<file path="config.mk">
export PLATFORM = sky130hd
export DESIGN_NAME = slow_clock_monitor
export DESIGN_NICKNAME = d
export VERILOG_FILES = /design/src/rtl/slow_clock_monitor.sv
export SDC_FILE = /design/constraint.sdc
export NUM_CORES = 1
export LEC_CHECK = 0
export BUFFER_PORTS_ARGS = -buffer_cell sky130_fd_sc_hd__clkbuf_2
export CAP_MARGIN = 20
export CORE_MARGIN = 5
export CORE_UTILIZATION = 25
export CTS_CLUSTER_SIZE = 25
export DETAILED_ROUTE_END_ITERATION = 8
export GPL_TIMING_DRIVEN = 0
export SYNTH_ARGS = -nofsm -noshare
export SYNTH_HDL_FRONTEND = slang
export SYNTH_SLANG_ARGS = --single-unit
</file>
<file path="constraint.sdc">
create_clock -name clk_100MHz -period 3.47 [get_ports clk_100MHz]
set_clock_uncertainty 0.2 [all_clocks]
set_input_delay 0.694 -clock clk_100MHz [delete_from_list [all_inputs] [get_ports clk_100MHz]]
set_output_delay 0.694 -clock clk_100MHz [all_outputs]
set_load 0.02 [all_outputs]
</file>
<file path="src/rtl/slow_clock_monitor.sv">
// Receive-side checker for a divider-generated slow clock: synchronises clk_in,
// ticks once per rising edge, measures each period and reports lock / range / loss.
module slow_clock_monitor #(
  parameter int EXP_PERIOD = 10_000_000,
  parameter int TOL        = 100_000,
  parameter int TIMEOUT    = 20_000_000,
  parameter int LOCK_CNT   = 3,
  parameter int CNT_W      = 25
) (
  input  logic             clk_100MHz,
  input  logic             reset_n,
  input  logic             clk_in,
  output logic             edge_tick,
  output logic [CNT_W-1:0] period_out,
  output logic             period_valid,
  output logic             in_range,
  output logic             lock,
  output logic             clk_lost
);

  localparam int GOOD_W = $clog2(LOCK_CNT + 1);
  localparam logic [CNT_W-1:0]  PERIOD_LO  = CNT_W'(EXP_PERIOD - TOL);
  localparam logic [CNT_W-1:0]  PERIOD_HI  = CNT_W'(EXP_PERIOD + TOL);
  localparam logic [CNT_W-1:0]  TIMEOUT_C  = CNT_W'(TIMEOUT);
  localparam logic [CNT_W-1:0]  CNT_ONE    = CNT_W'(1);
  localparam logic [GOOD_W-1:0] LOCK_CNT_C = GOOD_W'(LOCK_CNT);
  localparam logic [GOOD_W-1:0] GOOD_ONE   = GOOD_W'(1);

  typedef enum logic [1:0] {IDLE, FIRST, TRACK, LOST} state_t;

  state_t              r_state;
  logic                r_sync1;
  logic                r_sync2;
  logic                r_prev;
  logic [1:0]          r_fill;
  logic                r_armed;
  logic [CNT_W-1:0]    r_cnt;
  logic [GOOD_W-1:0]   r_good;

  logic                w_edge;
  logic                w_timeout;
  logic                w_in_range;
  logic [GOOD_W-1:0]   w_good_next;

  // r_fill marks when r_sync2 holds a real sample of clk_in rather than its
  // reset value, so a clk_in already high at reset release never arms us.
  assign w_edge      = r_armed & r_sync2 & ~r_prev;
  assign w_timeout   = (r_cnt == TIMEOUT_C) & ~w_edge;
  assign w_in_range  = (r_cnt >= PERIOD_LO) && (r_cnt <= PERIOD_HI);
  assign w_good_next = (r_good == LOCK_CNT_C) ? r_good : r_good + GOOD_ONE;

  // NOTE: every register here uses non-blocking assignment so all state
  // updates see the same pre-edge values regardless of statement order.
  always_ff @(posedge clk_100MHz or negedge reset_n) begin
    if (!reset_n) begin
      r_state      <= IDLE;
      r_sync1      <= 1'b0;
      r_sync2      <= 1'b0;
      r_prev       <= 1'b0;
      r_fill       <= 2'b00;
      r_armed      <= 1'b0;
      r_cnt        <= '0;
      r_good       <= '0;
      edge_tick    <= 1'b0;
      period_out   <= '0;
      period_valid <= 1'b0;
      in_range     <= 1'b0;
      lock         <= 1'b0;
      clk_lost     <= 1'b0;
    end else begin
      r_sync1      <= clk_in;
      r_sync2      <= r_sync1;
      r_prev       <= r_sync2;
      r_fill       <= {r_fill[0], 1'b1};
      if (r_fill[1] && !r_sync2) r_armed <= 1'b1;

      edge_tick    <= w_edge;
      period_valid <= 1'b0;

      if (w_edge)                 r_cnt <= CNT_ONE;
      else if (r_cnt != TIMEOUT_C) r_cnt <= r_cnt + CNT_ONE;

      case (r_state)
        IDLE: begin
          if (w_edge) r_state <= FIRST;
        end
        FIRST, TRACK: begin
          if (w_edge) begin
            r_state      <= TRACK;
            period_valid <= 1'b1;
            period_out   <= r_cnt;
            in_range     <= w_in_range;
            if (w_in_range) begin
              r_good <= w_good_next;
              lock   <= (w_good_next == LOCK_CNT_C);
            end else begin
              r_good <= '0;
              lock   <= 1'b0;
            end
          end else if (w_timeout) begin
            r_state  <= LOST;
            clk_lost <= 1'b1;
            lock     <= 1'b0;
            r_good   <= '0;
          end
        end
        LOST: begin
          if (w_edge) begin
            r_state  <= FIRST;
            clk_lost <= 1'b0;
          end
        end
        default: r_state <= IDLE;
      endcase
    end
  end

endmodule

</file>
==> results.md, run 1 <==
- The flow ran to the end, and the final reports show no timing, DRC or antenna violations.
- Measured along the y axis, the die boundary spans 119 um.
- In this run the power density over the cells is 599 mW/mm^2.
- The worst slack at placement is 0.970 ns.
- The number of max-slew violations in the final report is 0.
- The final clock period utilization by the worst path is 71.5%.
- The worst reg-to-reg path cell count is 7.
- Setup repair after global routing left no endpoint under its margin.
- The nature of the critical path startpoint is a flip-flop.
- The post-detailed-placement half-perimeter wirelength is 4790 um.
- The delay of the slowest critical-path stage is 0.51 ns.
- The overall fraction of global-route tracks in use is 10.1%.
- The maximum root-to-sink buffer count is 2.
- The number of nets handed over by synthesis was 273.
- Once routing completed, OpenROAD measured the worst setup slack at 0.990 ns.
- The number of sinks handled by clock tree synthesis is 65.
- On the critical path, the stage with the largest delay is an instance of sky130_fd_sc_hd__nor4_4.
- The type of the setup path with the least slack is reg2reg.
- The clock tree synthesis step divided the H-tree into 3 levels.
- Measured against its own limit, the worst slew margin works out to 41.7%.
- Counting flops with a built-in enable in the synthesized netlist gives 0.
- The flip-flop and latch count after synthesis is 65.
- The number of global-route vias before repair is 2199.
- The critical path's top delay family is simple AND/OR/NAND/NOR gates.
- The count of different cell masters after synthesis is 49.
- The number of hold-slack violations in the final timing report is 0.
- The largest net degree at the start of global routing is 66.
- The number of hold buffers added after CTS was 0.
- The total overflow left after global routing is 0.
- The area added between synthesis and finish is 23.3%.
- The total length of routed wires is 6710 um.
- Dividing the detail-routed via count by the number of cells gives 4.69.
- CTS placed an instance of sky130_fd_sc_hd__clkbuf_16 at the clock tree root.
- The global-route wire length before repair is 11400 um.
- Together, buffers and inverters on the worst path number 1.
- In this run the worst path has a maximum fanout of 6.
- The max capacitance violation total is 0.
- For this run, the top clock speed supported by timing is 403 MHz.
- For the worst-skew pair, the clock arrives at the later sink with an insertion delay of 0.33 ns.
- The number of antenna violations at the first check in global routing is 0.
- The detailed router finished its first iteration with 116 violations.
- A synthesized cell averages 11.0 um^2.
- The number of buffers added by the clock tree synthesis step is 9.
- The yosys synthesis warning count is 0.
- The width of the die is 119 um.
- The number of nets in the layout is 316.
- In this run the remaining antenna-violating nets after routing total 0.
- In this run the static leakage power is 0.00165 uW.
- 0 antenna diodes ended up in the layout.
- In this run, post-CTS repair resized a total of 0 instances.
- During placement, the flow inserted port buffers numbering 32.
- The maximum resistive drop on vdd is 0.289 mV.
- The count of fill cells added during filler insertion is 1148.
- The signal on the critical path passes through inv_1, ha_1, nor4b_1, nand4_1, nor4_4, and4b_1, nor3_1.
- The tightest min-delay check is of the reg2reg type.
- Of the cells placed in the final design, the portion with a size suffix greater than 1 is 24.4%.
- The register-to-register path setup slack is 0.99 ns.
- For the final routed database, the setup TNS stands at 0 ns.
- The startpoint of the most critical hold path is r_sync1.
- The cell count after synthesis came out at 267.
- The final count of negative-setup-slack endpoints is 0.
- The endpoint kind of the worst setup timing path is a flip-flop.
- Among all flip-flop cells after synthesis, the most frequent one is sky130_fd_sc_hd__dfrtp_1.
- The actual transition at the worst max-transition pin is 0.875 ns.
- The cell area that synthesis handed to floorplanning was 0.00294 mm^2.
- The final estimated routing congestion in global placement is 0.852.
- The total I/O pin count is 33.
- The minimum clock period is 2.48 ns.
- Buffers added to address setup during post-CTS repair amount to 0.
- TritonCTS built the clock tree.
- The clock transition time at the flip-flop clock pins of the worst setup and hold paths is 0.06 ns.
- The pre-antenna-repair detailed-routing pass consisted of 4 iterations.
- The region available for standard cell placement spans 0.0115 mm^2.
- After floorplanning, the core was divided into 39 placement rows.
- At the worst endpoint, the required time is 3.51 ns.
- The endpoint identified for the worst register-to-register timing path is r_cnt[24].
- The destination of the worst hold path is r_sync2.
- For this run, design rule violations remaining after detail routing come to 0.
- Along the worst hold path, the cell count comes to 0.
- The total via count after detailed routing is 2146.
- The average detailed-routed wire length per instance is 14.7 um.
- The area of the die is 0.0140 mm^2.
- The starting utilization of the core area is 25.7%.
- The critical register-to-register path startpoint is r_cnt[0].
- Of all flip-flops after synthesis, the portion carrying an async set or reset was 100%.
- The worst endpoint data arrival time is 2.52 ns.
- For this run, the register share of the synthesized area comes to 55.2%.
-- synthesized netlist by cell type (all sizes together) (3+ instances only) --
cell type   n  area share (%)
ha          3             1.3
a21oi       9             1.5
o21ai      17             2.9
inv         9             1.1
nand4       8             1.7
xor2        9             2.7
mux2       18             6.9
nand4bb     3             1.1
nor3        9             1.5
dfrtp      65              55
nand2      20             2.5
nor2       26             3.3
buf         4            0.64
nor4        3             1.4
xnor2       9             2.7
or3         5             1.2
nand3       9             1.5
clkbuf      7            0.89
-- cell usage in the layout (no fill, tap or decap), types with 3 or more instances in the layout --
cell,Yosys,layout
sky130_fd_sc_hd__clkbuf_2,0,31
sky130_fd_sc_hd__bufinv_16,0,3
sky130_fd_sc_hd__inv_1,9,9
sky130_fd_sc_hd__nor2_1,26,26
sky130_fd_sc_hd__nand3_1,9,9
sky130_fd_sc_hd__dfrtp_1,65,65
sky130_fd_sc_hd__xor2_1,9,9
sky130_fd_sc_hd__o21ai_1,3,3
sky130_fd_sc_hd__nand2_1,20,20
sky130_fd_sc_hd__ha_1,3,3
sky130_fd_sc_hd__nand4bb_1,3,3
sky130_fd_sc_hd__buf_2,3,3
sky130_fd_sc_hd__clkbuf_16,0,9
sky130_fd_sc_hd__xnor2_1,9,9
sky130_fd_sc_hd__nor3_1,9,9
sky130_fd_sc_hd__o21ai_0,14,14
sky130_fd_sc_hd__clkbuf_1,7,7
sky130_fd_sc_hd__a21oi_1,9,9
sky130_fd_sc_hd__or3_1,4,4
sky130_fd_sc_hd__mux2_2,18,18
sky130_fd_sc_hd__nand4_1,8,8
-- final cells by class --
class	instances	area (um^2)	area share [%]
clock inverter	7	119	3.27
clock buffer	9	225	6.20
timing repair buffer	32	163	4.48
tap	143	179	4.93
inverter	10	37.5	1.03
sequential	65	1630	44.8
buffer	11	45.0	1.24
multi-input combinational	181	1230	34.0
-- how the worst max path moves through the flow --
stage,startpoint,end,slack (ns),depth (start not counted)
CTS,r_cnt[0],r_cnt[24],0.95,7
detailed placement,r_cnt[0],r_cnt[24],0.97,7
floorplan,r_cnt[14],r_good[1],1.29,5
global route,r_cnt[0],r_cnt[24],0.78,7
finish,r_cnt[0],r_cnt[24],0.99,7
global placement,r_cnt[0],r_cnt[24],1.01,7
-- through the flow --
stage	hold slack [ns]	cell area (um^2)	instances	total power [uW]	utilization (%)
2_1_floorplan	0.131	2940	267	1060	-
6_report	0.147	3630	458	2180	31.7
3_5_place_dp	0.135	3290	442	1170	28.7
3_3_place_gp	0.132	3280	442	1150	28.6
5_1_grt	0.153	3630	458	2270	31.7
4_1_cts	0.148	3630	458	2200	31.7
-- report_power, final --
part	switching [uW]	leakage (uW)	internal [uW]	total [uW]
combinational	176	0.000616	101	276
sequential	51.0	0.000876	818	869
clock	329	0.000162	700	1030
total	556	0.00165	1620	2180
-- metal layers --
| metal | global-route usage [%] | vias to the layer above | wire [um] |
|---|---|---|---|
| li1 | - | 1024 | - |
| met1 | 13.6 | 1069 | 3220 |
| met2 | 14.8 | 45 | 3020 |
| met3 | 3.25 | 8 | 337 |
| met4 | 4.39 | 0 | 132 |
| met5 | 0 | - | 0 |
-- flip-flops by register name, indices dropped and copies added (netlist names) --
register      flops
r_good            2
r_state           2
r_fill            2
in_range          1
edge_tick         1
r_sync2           1
r_armed           1
lock              1
r_cnt            25
r_prev            1
clk_lost          1
period_valid      1
r_sync1           1
period_out       25
-- kinds of logic after synthesis --
family                     after synthesis  share of synthesized area [%]
AOI/OAI and AO/OA                       37                           8.07
xor gates and xnor gates                18                           5.36
adders and majority gates                3                           1.28
buffers and inverters                   21                           2.80
DFF                                     65                           55.2
muxes                                   20                           7.56
other                                    1                          0.127
and+or+nand+nor                        102                           19.5
No activity file was read; power rests on OpenSTA's default activity.
==> inputs of run 2 (changes only) <==
- clock period: 3.47 -> 2.1 ns (I/O delays scaled with it)
==> results.md, run 2 (same netlist as run 1, synthesis figures left out) <==
- The total length of routed wires is 7280 um (was 6710 um).
- The share of power burned in registers came to 40.6% (was 40.0%).
- The floorplan row count came to 39 (unchanged).
- The total via count after detailed routing came to 2278 (was 2146).
- The width of the die is 119 um (unchanged).
- The ratio of cells with drive above 1 in the final layout is 38.3% (was 24.4%).
- The max-slew headroom at the worst pin was 40.6% (was 41.7%).
- The power per cell area is 906 mW/mm^2 (was 599 mW/mm^2).
- Result of the run: complete, but fails checks (was finished clean).
- The worst slack at placement is -0.329 ns (was 0.970 ns).
- Commonest cells after routing, fill and taps aside: sky130_fd_sc_hd__dfrtp_1 (59), sky130_fd_sc_hd__clkbuf_2 (32), sky130_fd_sc_hd__nor2_1 (26) (was sky130_fd_sc_hd__dfrtp_1 (65), sky130_fd_sc_hd__clkbuf_2 (31), sky130_fd_sc_hd__nor2_1 (26)).
- The maximum fanout count along the critical path is 4 (was 6).
- The average vias per placed instance came to 4.73 (was 4.69).
- The endpoint kind of the worst setup timing path is a flip-flop (unchanged).
- The placeable core region came to 0.0115 mm^2 (unchanged).
- The number of buffers added by the clock tree synthesis step is 9 (unchanged).
- The number of global-route vias before repair is 2202 (was 2199).
- The final reports fail on setup timing.
- The max capacitance violation total is 0 (unchanged).
- The remaining global-route overflow is 0 (unchanged).
- The switching component of the power is 959 uW (was 556 uW).
- The share of power burned in combinational logic is 17.9% (was 12.7%).
- The minimum clock period is 2.17 ns (was 2.48 ns).
- The number of antenna violations at the first check in global routing is 0 (unchanged).
- The largest net degree at the start of global routing is 66 (unchanged).
- The final count of negative-setup-slack endpoints is 6 (was 0).
- The total I/O pin count is 33 (unchanged).
- The clock power share is 41.6% (was 47.3%).
- The commonest non-fill, non-tap cell in the layout was sky130_fd_sc_hd__dfrtp_1 (unchanged).
- The number of nets with antenna violations after detailed routing was 0 (unchanged).
- The number of hold-slack violations in the final timing report is 0 (unchanged).
- The count of fill cells added during filler insertion is 1152 (was 1148).
- The number of iterations in the first detailed-routing pass is 4 (unchanged).
- The type of the setup path with the least slack is reg2reg (unchanged).
- Setup repair after global routing missed its margin: yes (was no).
- The actual transition at the worst max-transition pin is 0.891 ns (was 0.875 ns).
- The clock latency reported for the late side of the worst-skew pair is 0.33 ns (about the same).
- The cell area after placement is 0.00330 mm^2 (was 0.00329 mm^2).
- The clock transition time at the flip-flop clock pins of the worst setup and hold paths is 0.05 ns (was 0.06 ns).
- The area added between synthesis and finish came to 34.3% (was 23.3%).
- The required arrival time at the worst endpoint came to 2.11 ns (was 3.51 ns).
- The final clock period utilization by the worst path is 103% (was 71.5%).
- The final estimated routing congestion in global placement is 0.873 (was 0.852).
- The path type of the worst min-delay path is in2async (was reg2reg).
- The average detailed-routed wire length per instance came to 15.1 um (was 14.7 um).
- The antenna diode count is 0 (unchanged).
- The maximum clock rate was 460 MHz (was 403 MHz).
- The internal power contribution is 2620 uW (was 1620 uW).
- The post-route total power is 3580 uW (was 2180 uW).
- The count of input and output buffers is 32 (unchanged).
- The deepest level of the CTS H-tree is 3 (unchanged).
- The overall fraction of global-route tracks in use is 10.1% (about the same).
- The cell leakage power is 0.00183 uW (was 0.00165 uW).
- The cell at the root of the clock tree was sky130_fd_sc_hd__clkbuf_16 (unchanged).
- The violation count after the first detailed-route iteration is 115 (was 116).
- The maximum root-to-sink buffer count was 2 (unchanged).
- The share of total power consumed by net switching is 26.8% (was 25.6%).
- The number of sinks handled by clock tree synthesis is 65 (unchanged).
- The area of the die is 0.0140 mm^2 (unchanged).
- Largest regs: period_out: 25 flops, r_cnt: 25 flops (unchanged).
- The setup slack of the critical path after layout is -0.0721 ns (was 0.990 ns).
- The maximum resistive drop on vdd is 0.329 mV (was 0.289 mV).
- The starting utilization of the core area was 25.7% (unchanged).
- The TritonCTS clock tree is done (unchanged).
- The number of nets in the layout is 341 (was 316).
- The number of remaining DRC errors is 0 (unchanged).
- The nature of the critical path startpoint is a flip-flop (unchanged).
- The global-route wire length before repair came to 11400 um (about the same).
- The cell area after layout was 0.00395 mm^2 (was 0.00363 mm^2).
- The post-detailed-placement half-perimeter wirelength came to 4590 um (was 4790 um).
- The number of max-slew violations in the final report was 0 (unchanged).
- The worst endpoint data arrival time is 2.19 ns (was 2.52 ns).
- The vertical die dimension is 119 um (unchanged).
[run 2: final cells by class]
cell class | count | area [um^2] | share of cell area (%)
multi-input combinational | 181 | 1380 | 34.8
tap | 143 | 179 | 4.53
sequential | 65 | 1630 | 41.3
buffer | 8 | 41.3 | 1.04
clock buffer | 12 | 256 | 6.49
timing repair buffer | 60 | 387 | 9.78
clock inverter | 3 | 40.0 | 1.01
inverter | 10 | 40.0 | 1.01
[run 2: per-stage QoR]
step	instances	hold slack [ns]	utilization, %	TNS, ns
after CTS	464	0.0821	32.5	-0.128
after detailed placement	442	0.138	28.8	-6.25
final	482	0.0415	34.5	-0.212
after floorplan	267	-0.0756	-	0
after global routing	482	0.125	34.5	-0.875
after global placement	442	0.131	28.8	-5.71
[run 2: worst paths after layout]
check	from	end	slack [ns]	cells after the start
max in group asynchronous	reset_n	r_cnt[6]	1.03	1
min in group clk_100MHz	r_sync1	r_sync2	0.15	0
max	r_state[0]	r_good[1]	-0.07	6
min	reset_n	edge_tick	0.04	1
min reg2reg	r_sync1	r_sync2	0.15	0
max reg2reg	r_state[0]	r_good[1]	-0.07	6
[run 2: worst max-delay path, cell delays in order (launching register included)]
cell	delay, ns
sky130_fd_sc_hd__dfrtp_1	0.40
sky130_fd_sc_hd__ha_4	0.29
sky130_fd_sc_hd__nand3b_1	0.09
sky130_fd_sc_hd__or4_4	0.55
sky130_fd_sc_hd__o21a_4	0.24
sky130_fd_sc_hd__a221oi_2	0.22
sky130_fd_sc_hd__nor3_1	0.07
[run 2: power groups by stage]
stage	logic, uW	registers [uW]	clock network, uW
after floorplan	284	1500	0
final	640	1450	1490
after detailed placement	491	1470	0
after global routing	706	1470	1560
after CTS	548	1450	1520
after global placement	483	1460	0
[run 2: metal layers]
metal / vias to the layer above / wire [um] / GRT usage, %
li1: 1077 / - / -
met1: 1134 / 3360 / 13.3
met2: 59 / 3390 / 14.5
met3: 8 / 428 / 3.72
met4: 0 / 93 / 4.82
met5: - / 0 / 0
[run 2: timing repair]
action                                 in CTS  in global routing
buffers inserted                            9                 18
endpoints found under the hold margin       1                  0
pin swaps                                   6                 12
hold buffers                                1                  0
resized for setup                          15                 26
setup endpoints to repair                  37                 27
